`src/rtl/bus_arbiter_if.sv`:
```
// bus_arbiter_if
//   Groups the requester-side and RAM-side signals of the bus arbiter.
//   Requester side: iREN/iaddr (instruction fetch), dREN/dWEN/daddr/dstore
//     (data access), with iwait/dwait and iload/dload coming back.
//   RAM side: ramaddr/ramstore/ramREN/ramWEN towards the RAM,
//     ramload/ramstate (FREE=0, BUSY=1, ACCESS=2, ERROR=3) coming back.
//   gnt reports the current owner (0 none, 1 instruction, 2 data).
//   Modports:
//     slave  - the arbiter's view
//     master - the view of whatever surrounds the arbiter (CPU + RAM)
interface bus_arbiter_if;
  logic        iREN;
  logic [31:0] iaddr;
  logic        dREN;
  logic        dWEN;
  logic [31:0] daddr;
  logic [31:0] dstore;
  logic        iwait;
  logic        dwait;
  logic [31:0] iload;
  logic [31:0] dload;
  logic [31:0] ramaddr;
  logic [31:0] ramstore;
  logic        ramREN;
  logic        ramWEN;
  logic [31:0] ramload;
  logic [1:0]  ramstate;
  logic [1:0]  gnt;

  modport slave (
    input  iREN, iaddr, dREN, dWEN, daddr, dstore, ramload, ramstate,
    output iwait, dwait, iload, dload, ramaddr, ramstore, ramREN, ramWEN, gnt
  );

  modport master (
    output iREN, iaddr, dREN, dWEN, daddr, dstore, ramload, ramstate,
    input  iwait, dwait, iload, dload, ramaddr, ramstore, ramREN, ramWEN, gnt
  );
endinterface

```
`src/rtl/bus_arbiter.sv`:
```
// bus_arbiter
//   Shares one RAM port between an instruction-fetch requester and a data
//   requester. Data normally wins a simultaneous request; once an
//   instruction fetch has lost arbitration STARVE_MAX times in a row it is
//   granted next, so fetches cannot be starved by a stream of data accesses.
//   Ports:
//     CLK  - clock, all state changes on the rising edge
//     nRST - asynchronous reset, active high (despite the name)
//     bus  - bus_arbiter_if.slave carrying requests, RAM signals and gnt
//   Parameters:
//     STARVE_MAX - lost arbitrations before a fetch is forced through (1..7)
module bus_arbiter #(
  parameter int unsigned STARVE_MAX = 4
) (
  input  logic            CLK,
  input  logic            nRST,
  bus_arbiter_if.slave    bus
);

  localparam logic [1:0] RAM_ACCESS   = 2'd2;
  localparam logic [2:0] STARVE_LIMIT = 3'(STARVE_MAX);

  typedef enum logic [1:0] {
    IDLE    = 2'd0,
    SERVE_I = 2'd1,
    SERVE_D = 2'd2
  } state_t;

  state_t     state;
  state_t     next_state;
  logic [2:0] starve_cnt;
  logic [2:0] starve_next;
  logic       d_req;
  logic       access;

  assign d_req  = bus.dREN | bus.dWEN;
  assign access = (bus.ramstate == RAM_ACCESS);

  // Arbitration and starvation tracking. A "lost arbitration" is an IDLE
  // cycle in which a fetch was pending but the grant went elsewhere; cycles
  // spent waiting while data owns the bus are not counted, which gives the
  // D,D,D,D,I rotation for STARVE_MAX=4 under continuous contention.
  always_comb begin
    next_state  = state;
    starve_next = starve_cnt;
    case (state)
      IDLE: begin
        if (d_req && (!bus.iREN || starve_cnt < STARVE_LIMIT)) begin
          next_state = SERVE_D;
        end else if (bus.iREN) begin
          next_state = SERVE_I;
        end
        if (bus.iREN && next_state != SERVE_I && starve_cnt < STARVE_LIMIT) begin
          starve_next = starve_cnt + 3'd1;
        end
      end
      SERVE_I: begin
        // Dropping the request abandons the access without completion.
        if (!bus.iREN || access) begin
          next_state = IDLE;
        end
      end
      SERVE_D: begin
        if (!d_req || access) begin
          next_state = IDLE;
        end
      end
      default: next_state = IDLE;
    endcase
    if (next_state == SERVE_I && state != SERVE_I) begin
      starve_next = 3'd0;
    end
  end

  // Reset is asynchronous so the RAM enables, decoded from state, drop the
  // instant nRST rises even in the middle of a transaction.
  always_ff @(posedge CLK or posedge nRST) begin
    if (nRST) begin
      state      <= IDLE;
      starve_cnt <= 3'd0;
    end else begin
      state      <= next_state;
      starve_cnt <= starve_next;
    end
  end

  // RAM-side drive. Enables depend only on state and request inputs, never
  // on ramstate, so an ERROR simply keeps the same request on the bus.
  // A write wins when dREN and dWEN are both raised.
  always_comb begin
    bus.ramaddr  = 32'd0;
    bus.ramstore = 32'd0;
    bus.ramREN   = 1'b0;
    bus.ramWEN   = 1'b0;
    case (state)
      SERVE_I: begin
        bus.ramaddr = bus.iaddr;
        bus.ramREN  = 1'b1;
      end
      SERVE_D: begin
        bus.ramaddr  = bus.daddr;
        bus.ramstore = bus.dstore;
        bus.ramWEN   = bus.dWEN;
        bus.ramREN   = bus.dREN & ~bus.dWEN;
      end
      default: ;
    endcase
  end

  assign bus.gnt   = state;
  assign bus.iwait = bus.iREN & ~((state == SERVE_I) & access);
  assign bus.dwait = d_req & ~((state == SERVE_D) & access);
  assign bus.iload = bus.ramload;
  assign bus.dload = bus.ramload;

endmodule

```
`src/flat_wrapper.sv`:
```
// flat-port wrapper written by rule: the top's interface ports become plain ports
module bus_arbiter_flat 
#(
  parameter int unsigned STARVE_MAX = 4
)
  (CLK, nRST, bus_iREN, bus_iaddr, bus_dREN, bus_dWEN, bus_daddr, bus_dstore, bus_ramload, bus_ramstate, bus_iwait, bus_dwait, bus_iload, bus_dload, bus_ramaddr, bus_ramstore, bus_ramREN, bus_ramWEN, bus_gnt);
  bus_arbiter_if bus_i ();
  input  logic CLK;
  input  logic nRST;
  input wire logic [$bits(bus_i.iREN)-1:0] bus_iREN;
  input wire logic [$bits(bus_i.iaddr)-1:0] bus_iaddr;
  input wire logic [$bits(bus_i.dREN)-1:0] bus_dREN;
  input wire logic [$bits(bus_i.dWEN)-1:0] bus_dWEN;
  input wire logic [$bits(bus_i.daddr)-1:0] bus_daddr;
  input wire logic [$bits(bus_i.dstore)-1:0] bus_dstore;
  input wire logic [$bits(bus_i.ramload)-1:0] bus_ramload;
  input wire logic [$bits(bus_i.ramstate)-1:0] bus_ramstate;
  output wire logic [$bits(bus_i.iwait)-1:0] bus_iwait;
  output wire logic [$bits(bus_i.dwait)-1:0] bus_dwait;
  output wire logic [$bits(bus_i.iload)-1:0] bus_iload;
  output wire logic [$bits(bus_i.dload)-1:0] bus_dload;
  output wire logic [$bits(bus_i.ramaddr)-1:0] bus_ramaddr;
  output wire logic [$bits(bus_i.ramstore)-1:0] bus_ramstore;
  output wire logic [$bits(bus_i.ramREN)-1:0] bus_ramREN;
  output wire logic [$bits(bus_i.ramWEN)-1:0] bus_ramWEN;
  output wire logic [$bits(bus_i.gnt)-1:0] bus_gnt;
  assign bus_i.iREN = bus_iREN;
  assign bus_i.iaddr = bus_iaddr;
  assign bus_i.dREN = bus_dREN;
  assign bus_i.dWEN = bus_dWEN;
  assign bus_i.daddr = bus_daddr;
  assign bus_i.dstore = bus_dstore;
  assign bus_i.ramload = bus_ramload;
  assign bus_i.ramstate = bus_ramstate;
  assign bus_iwait = bus_i.iwait;
  assign bus_dwait = bus_i.dwait;
  assign bus_iload = bus_i.iload;
  assign bus_dload = bus_i.dload;
  assign bus_ramaddr = bus_i.ramaddr;
  assign bus_ramstore = bus_i.ramstore;
  assign bus_ramREN = bus_i.ramREN;
  assign bus_ramWEN = bus_i.ramWEN;
  assign bus_gnt = bus_i.gnt;
  bus_arbiter #(.STARVE_MAX(STARVE_MAX)) u_core (.CLK(CLK), .nRST(nRST), .bus(bus_i));
endmodule
```
`config.mk`:
```
export PLATFORM = sky130hd
export DESIGN_NAME = bus_arbiter_flat
export DESIGN_NICKNAME = d
export VERILOG_FILES = /design/src/rtl/bus_arbiter_if.sv /design/src/rtl/bus_arbiter.sv /design/src/flat_wrapper.sv
export SDC_FILE = /design/constraint.sdc
export NUM_CORES = 1
export LEC_CHECK = 0
export CAP_MARGIN = 30
export CORE_AREA = 2 2 103 105
export DETAILED_ROUTE_END_ITERATION = 8
export DIE_AREA = 0 0 105 107
export SKIP_CTS_REPAIR_TIMING = 1
export SYNTH_ARGS = -nofsm -noshare
export SYNTH_HDL_FRONTEND = slang
export SYNTH_SLANG_ARGS = --single-unit
```
`constraint.sdc`:
```
create_clock -name CLK -period 1.9 [get_ports CLK]
set_input_delay 0.38 -clock CLK [delete_from_list [all_inputs] [get_ports CLK]]
set_output_delay 0.38 -clock CLK [all_outputs]
set_load 0.1 [all_outputs]
```
==> results.json, run 1 <==
{
  "cts_buffers": 3,
  "cts_tree": "yes",
  "r2r-end": "u_core.starve_cnt[1]",
  "clkTransAtPathRegs_ns": 0.03,
  "htree_levels": 1,
  "cts.sinks": 5,
  "met3_length_um": 669,
  "cp-start-kind": "register",
  "antenna_found_initial": 0,
  "critical_path_arrival_ns": 1.64,
  "wl_met2_um": 4290,
  "pwr_density_cell_mw_per_mm2": 2230,
  "hold_slack_ns": 0.359,
  "fmax_mhz": 494,
  "fin_setup_tns_ns": -5.59,
  "pwr-share-clk_pct": 1.8,
  "nets": 487,
  "syn-num-nets": 364,
  "wirelength_um": 7800,
  "routed.top_layer": "met4",
  "worst-r2r-cell-count": 9,
  "synth.area.top_cells": "buf_4 30%, a22oi_1 15%, nor2b_1 13%",
  "synth_common_cells": "65 x buf_4, 35 x nor2b_1, 33 x and2_1",
  "vdd_drop_max_mv": 0.800,
  "drc": 0,
  "synth_area_mm2": 0.00162,
  "cts_root_buf": "clkbuf_8",
  "rr_startpoint": "u_core.bus.gnt[1]",
  "critical_path_class": "register to primary output",
  "rsz0062_at_grt": "yes",
  "grt_pass1_wl_um": 11300,
  "combPwrFrac_pct": 95.7,
  "first_pass_iters": 3,
  "layout_setup_ws_ns": -0.123,
  "die_x_um": 105,
  "drive_above_1_share_pct": 61.8,
  "routed_via_density": 4.16,
  "synth-async-reset-ratio_pct": 100,
  "period_minus_slack_ns": 2.02,
  "power_leakage_nw": 1.78,
  "ys_seq_area_share_pct": 7.71,
  "grt_max_degree": 31,
  "die_y_um": 107,
  "swShare_pct": 56.4,
  "ant_nets": 0,
  "seqPwrFrac_pct": 2.4,
  "grt-ovfl-total": 0,
  "port_buffers": 172,
  "clockBufferDepth": 2,
  "place_inst": 467,
  "setup_violations": 66,
  "drtIter0Drc": 109,
  "worstMarginPinSlew_ns": 0.470,
  "slew_violations": 0,
  "cap_violations": 0,
  "synth_ff_type": "dfrtp_1",
  "gp_congestion": 0.763,
  "internal-power_mw": 4.53,
  "fin_skew_ns": 0.000295,
  "synth_most_common_cell": "buf_4",
  "setup.worst_path.end_class": "primary output",
  "via_count": 2003,
  "num_antenna_cells": 0,
  "routedWlPerCell_um": 16.2,
  "hp-class": "input port to async pin",
  "status": "finished with violations",
  "cp.required_ns": 1.52,
  "grt_util_all_layers_pct": 12.5,
  "maxSlewHeadroom_pct": 68.3,
  "initial_core_util_pct": 16.1,
  "ios": 269,
  "syn_to_final_growth_pct": 187,
  "yosysWarnings": 0,
  "core_mm2": 0.0101,
  "wl_met1_um": 2620,
  "switchingPower_mw": 5.85,
  "syn_avg_cell_area_um2": 7.24,
  "dp_hpwl_um": 6480,
  "num_rows": 37,
  "synth_top_area_share_pct": 30.1,
  "ff2ff_setup_slack_ns": 0.04,
  "violations": "setup timing",
  "finalHoldViolCount": 0,
  "ys_ff_latch": 5,
  "synth_edf_count": 0,
  "synthCells": 224,
  "worstPathMaxFanout": 8,
  "dieArea_mm2": 0.0112,
  "grt_pass1_vias": 2070,
  "yosysTopAreaCell": "buf_4",
  "yosysUniqueCellTypes": 30,
  "fin_crit_sh_pct": 106,
  "clock_latency_ns": 0.22,
  "stdcell_count": 482,
  "post-route-util_pct": 46.2
}
==> worst max-delay path, stage by stage (launching register included) <==
cell and delay [ns]:
dfrtp_4 0.50, inv_4 0.09, ha_4 0.15, buf_8 0.13, buf_12 0.11, clkbuf_16 0.13, and2_4 0.15, buf_12 0.17
==> sequential cells by signal (all words and copies together) (netlist names) <==
register and flops:
u_core.starve_cnt 3, u_core.bus.gnt 2
==> layout make-up <==
class | count | area (µm²)
Timing Repair Buffer | 196 | 2770
Tap cell | 136 | 170
Clock buffer | 4 | 45.0
Fill cell | 943 | 5430
Inverter | 3 | 16.3
Sequential cell | 5 | 133
Multi-Input combinational cell | 138 | 1530
==> logic make-up after synthesis <==
kind of cell | share of synthesized area, %
flip-flops | 7.71
AND/OR/NAND/NOR | 30.4
buffers and inverters | 33.8
multiplexers | 1.23
AO/OA/AOI/OAI | 23.0
adder cells (fa/ha/maj) | 3.86
==> cell usage in the layout, fill, tap and decap left out, drive strengths merged, types with 2 or more instances in the layout <==
cell type,n
dfrtp,5
a21oi,4
nor3,2
and2,33
ha,5
clkbuf,7
nand2,3
mux2i,2
inv,3
nor2,3
clkdlybuf4s50,102
o21ai,7
buf,91
nor2b,35
a22oi,33
nor3b,2
==> through the flow <==
step	area, µm²	setup WS, ns	power, mW
finish	4660	-0.123	10.4
global route	4660	-0.172	10.8
CTS	4430	-0.186	9.94
detailed placement	4380	-0.256	9.74
global placement	4380	-0.152	9.67
floorplan	2280	-0.260	7.30
==> worst max-delay path by stage <==
| stage | depth (start not counted) | to | slack [ns] | from |
|---|---|---|---|---|
| final | 7 | bus_ramstore[4] | -0.12 | u_core.bus.gnt[0] |
| after global routing | 7 | bus_ramstore[23] | -0.17 | u_core.bus.gnt[0] |
| after CTS | 6 | bus_ramaddr[26] | -0.19 | u_core.bus.gnt[0] |
| after detailed placement | 6 | u_core.starve_cnt[1] | -0.26 | bus_ramstate[1] |
| after global placement | 6 | u_core.starve_cnt[1] | -0.15 | bus_ramstate[1] |
| after floorplan | 5 | bus_dwait | -0.26 | u_core.bus.gnt[0] |
==> per-layer routing <==
| metal | track usage (%) | vias up |
|---|---|---|
| met5 | 0 | - |
| met4 | 5.14 | 0 |
| met3 | 2.86 | 26 |
| met2 | 24.4 | 115 |
| met1 | 12.8 | 926 |
| li1 | - | 936 |
==> power by group through the flow <==
stage                     sequential, mW  clock (mW)  combinational [mW]
after global placement             0.241           0                9.42
after floorplan                    0.407           0                6.89
final                              0.250       0.192                9.94
after detailed placement           0.250           0                9.49
after CTS                          0.249       0.194                9.49
after global routing               0.263       0.203                10.3
Power figures use the tool's default switching activity.
==> run 2, diff against run 1 <==
DONT_BUFFER_PORTS = 1   (was unset)
==> results.json, run 2 (same netlist as run 1, synthesis figures left out) <==
{
  "status": "finished with violations",
  "violations": "setup timing",
  "top_register": "u_core.starve_cnt",
  "via_count": 1546,
  "mostFrequentLayoutCells": "62 x buf_12, 33 x a22oi_2, 33 x and2_4",
  "post-route-util_pct": 32.9,
  "dp_hpwl_um": 5370,
  "die_y_um": 107,
  "grt_pass1_vias": 1571,
  "cts_buffers": 3,
  "cpPeakStageDelay_ns": 0.51,
  "critical_path_arrival_ns": 1.65,
  "cts_root_buf": "clkbuf_8",
  "worstPathMaxFanout": 12,
  "period_minus_slack_ns": 2.03,
  "r2r-end": "u_core.starve_cnt[0]",
  "fin_crit_sh_pct": 107,
  "crit_path_cell_trace": "inv_4, ha_4, buf_12, clkbuf_16, a22oi_2, nor2b_4, buf_12",
  "clkTransAtPathRegs_ns": 0.04,
  "clockBufferDepth": 2,
  "stdcell_count": 365,
  "ios": 269,
  "min_to": "u_core.bus.gnt[1]",
  "final_common_cell": "buf_12",
  "drive_above_1_share_pct": 84.3,
  "cap_violations": 0,
  "worstHoldStart": "bus_iREN",
  "cp.required_ns": 1.52,
  "largest_reg_flops": 3,
  "fmax_mhz": 493,
  "hold_slack_ns": 0.409,
  "routed_via_density": 4.24,
  "crit_path_top_delay_cell": "dfrtp_4",
  "grt-ovfl-total": 0,
  "critical_path_class": "register to primary output",
  "num_antenna_cells": 0,
  "die_x_um": 105,
  "crit_buf_inv": 4,
  "ff2ff_setup_slack_ns": 0.01,
  "cts.sinks": 5,
  "dieArea_mm2": 0.0112,
  "cp_top_family": "buffers and inverters",
  "maxSlewHeadroom_pct": 58.6,
  "rr_startpoint": "u_core.bus.gnt[1]",
  "htree_levels": 1,
  "port_buffers": 0,
  "wirelength_um": 6710,
  "core_mm2": 0.0101,
  "slew_violations": 0,
  "gp_congestion": 0.831,
  "routedWlPerCell_um": 18.4,
  "drtIter0Drc": 47,
  "worstMarginPinSlew_ns": 0.620,
  "finalHoldViolCount": 0,
  "num_rows": 37,
  "grt_pass1_wl_um": 8990,
  "crit_path_frequent_cell": "buf_12",
  "rsz0062_at_grt": "yes",
  "grt_util_all_layers_pct": 10.0,
  "antenna_found_initial": 0,
  "fin_setup_tns_ns": -7.01,
  "worst-r2r-cell-count": 9,
  "hp-class": "input port to register",
  "first_pass_iters": 4,
  "whs_path_depth": 3,
  "fin_skew_ns": 0.000201,
  "initial_core_util_pct": 16.1,
  "place_inst": 349,
  "clock_latency_ns": 0.22,
  "drc": 0,
  "setup_violations": 67,
  "cts_tree": "yes",
  "nets": 370,
  "syn_to_final_growth_pct": 104,
  "layout_setup_ws_ns": -0.127,
  "setup.worst_path.end_class": "primary output",
  "cp-start-kind": "register",
  "ant_nets": 0,
  "grt_max_degree": 34
}
[run 2: changes by cell type in the layout (fill, tap and decap cells not counted), sizes merged]
cell | previous run | this run
clkbuf | 7 | 9
clkdlybuf4s50 | 102 | 0
buf | 91 | 73
dlygate4sd3 | 0 | 1
[run 2: worst max path at each step]
stage	depth (start not counted)	start	end	slack, ns
after floorplan	5	u_core.bus.gnt[0]	bus_dwait	-0.26
after global placement	6	u_core.bus.gnt[0]	bus_ramaddr[5]	0.09
after detailed placement	8	u_core.bus.gnt[1]	u_core.starve_cnt[0]	0.06
after CTS	6	u_core.bus.gnt[0]	bus_ramaddr[1]	-0.18
after global routing	7	u_core.bus.gnt[0]	bus_ramaddr[9]	-0.19
final	7	u_core.bus.gnt[0]	bus_ramaddr[0]	-0.13
[run 2: per-stage QoR]
| stage | cell area [µm²] | setup WS [ns] |
|---|---|---|
| after floorplan | 2280 | -0.260 |
| after global placement | 3060 | 0.0911 |
| after detailed placement | 3060 | 0.0568 |
| after CTS | 3110 | -0.178 |
| after global routing | 3320 | -0.191 |
| final | 3320 | -0.127 |
[run 2: tightest hold or removal path, cell delays in order]
cell and delay (ns):
o21ai_0 0.06, nand2_1 0.08, a21oi_1 0.06
[run 2: cell type report]
class	instances	area, µm²
clock buffers	4	45.0
fillers	1029	6780
inverters	3	16.3
multi-input cells	138	1510
flip-flops and latches	5	133
well taps	136	170
repair buffers	79	1450
[run 2: metal layers]
layer  vias up  global-route usage, %  part of all wire [%]
li1        705                      -                     -
met1       704                   9.67                    32
met2       113                   19.2                    54
met3        24                   3.71                    12
met4         0                   4.29                   2.6
met5         -                      0                     0
Power of run 2 is not shown: default switching activity piles up to over one toggle a cycle in this logic, so the estimate is an artifact.
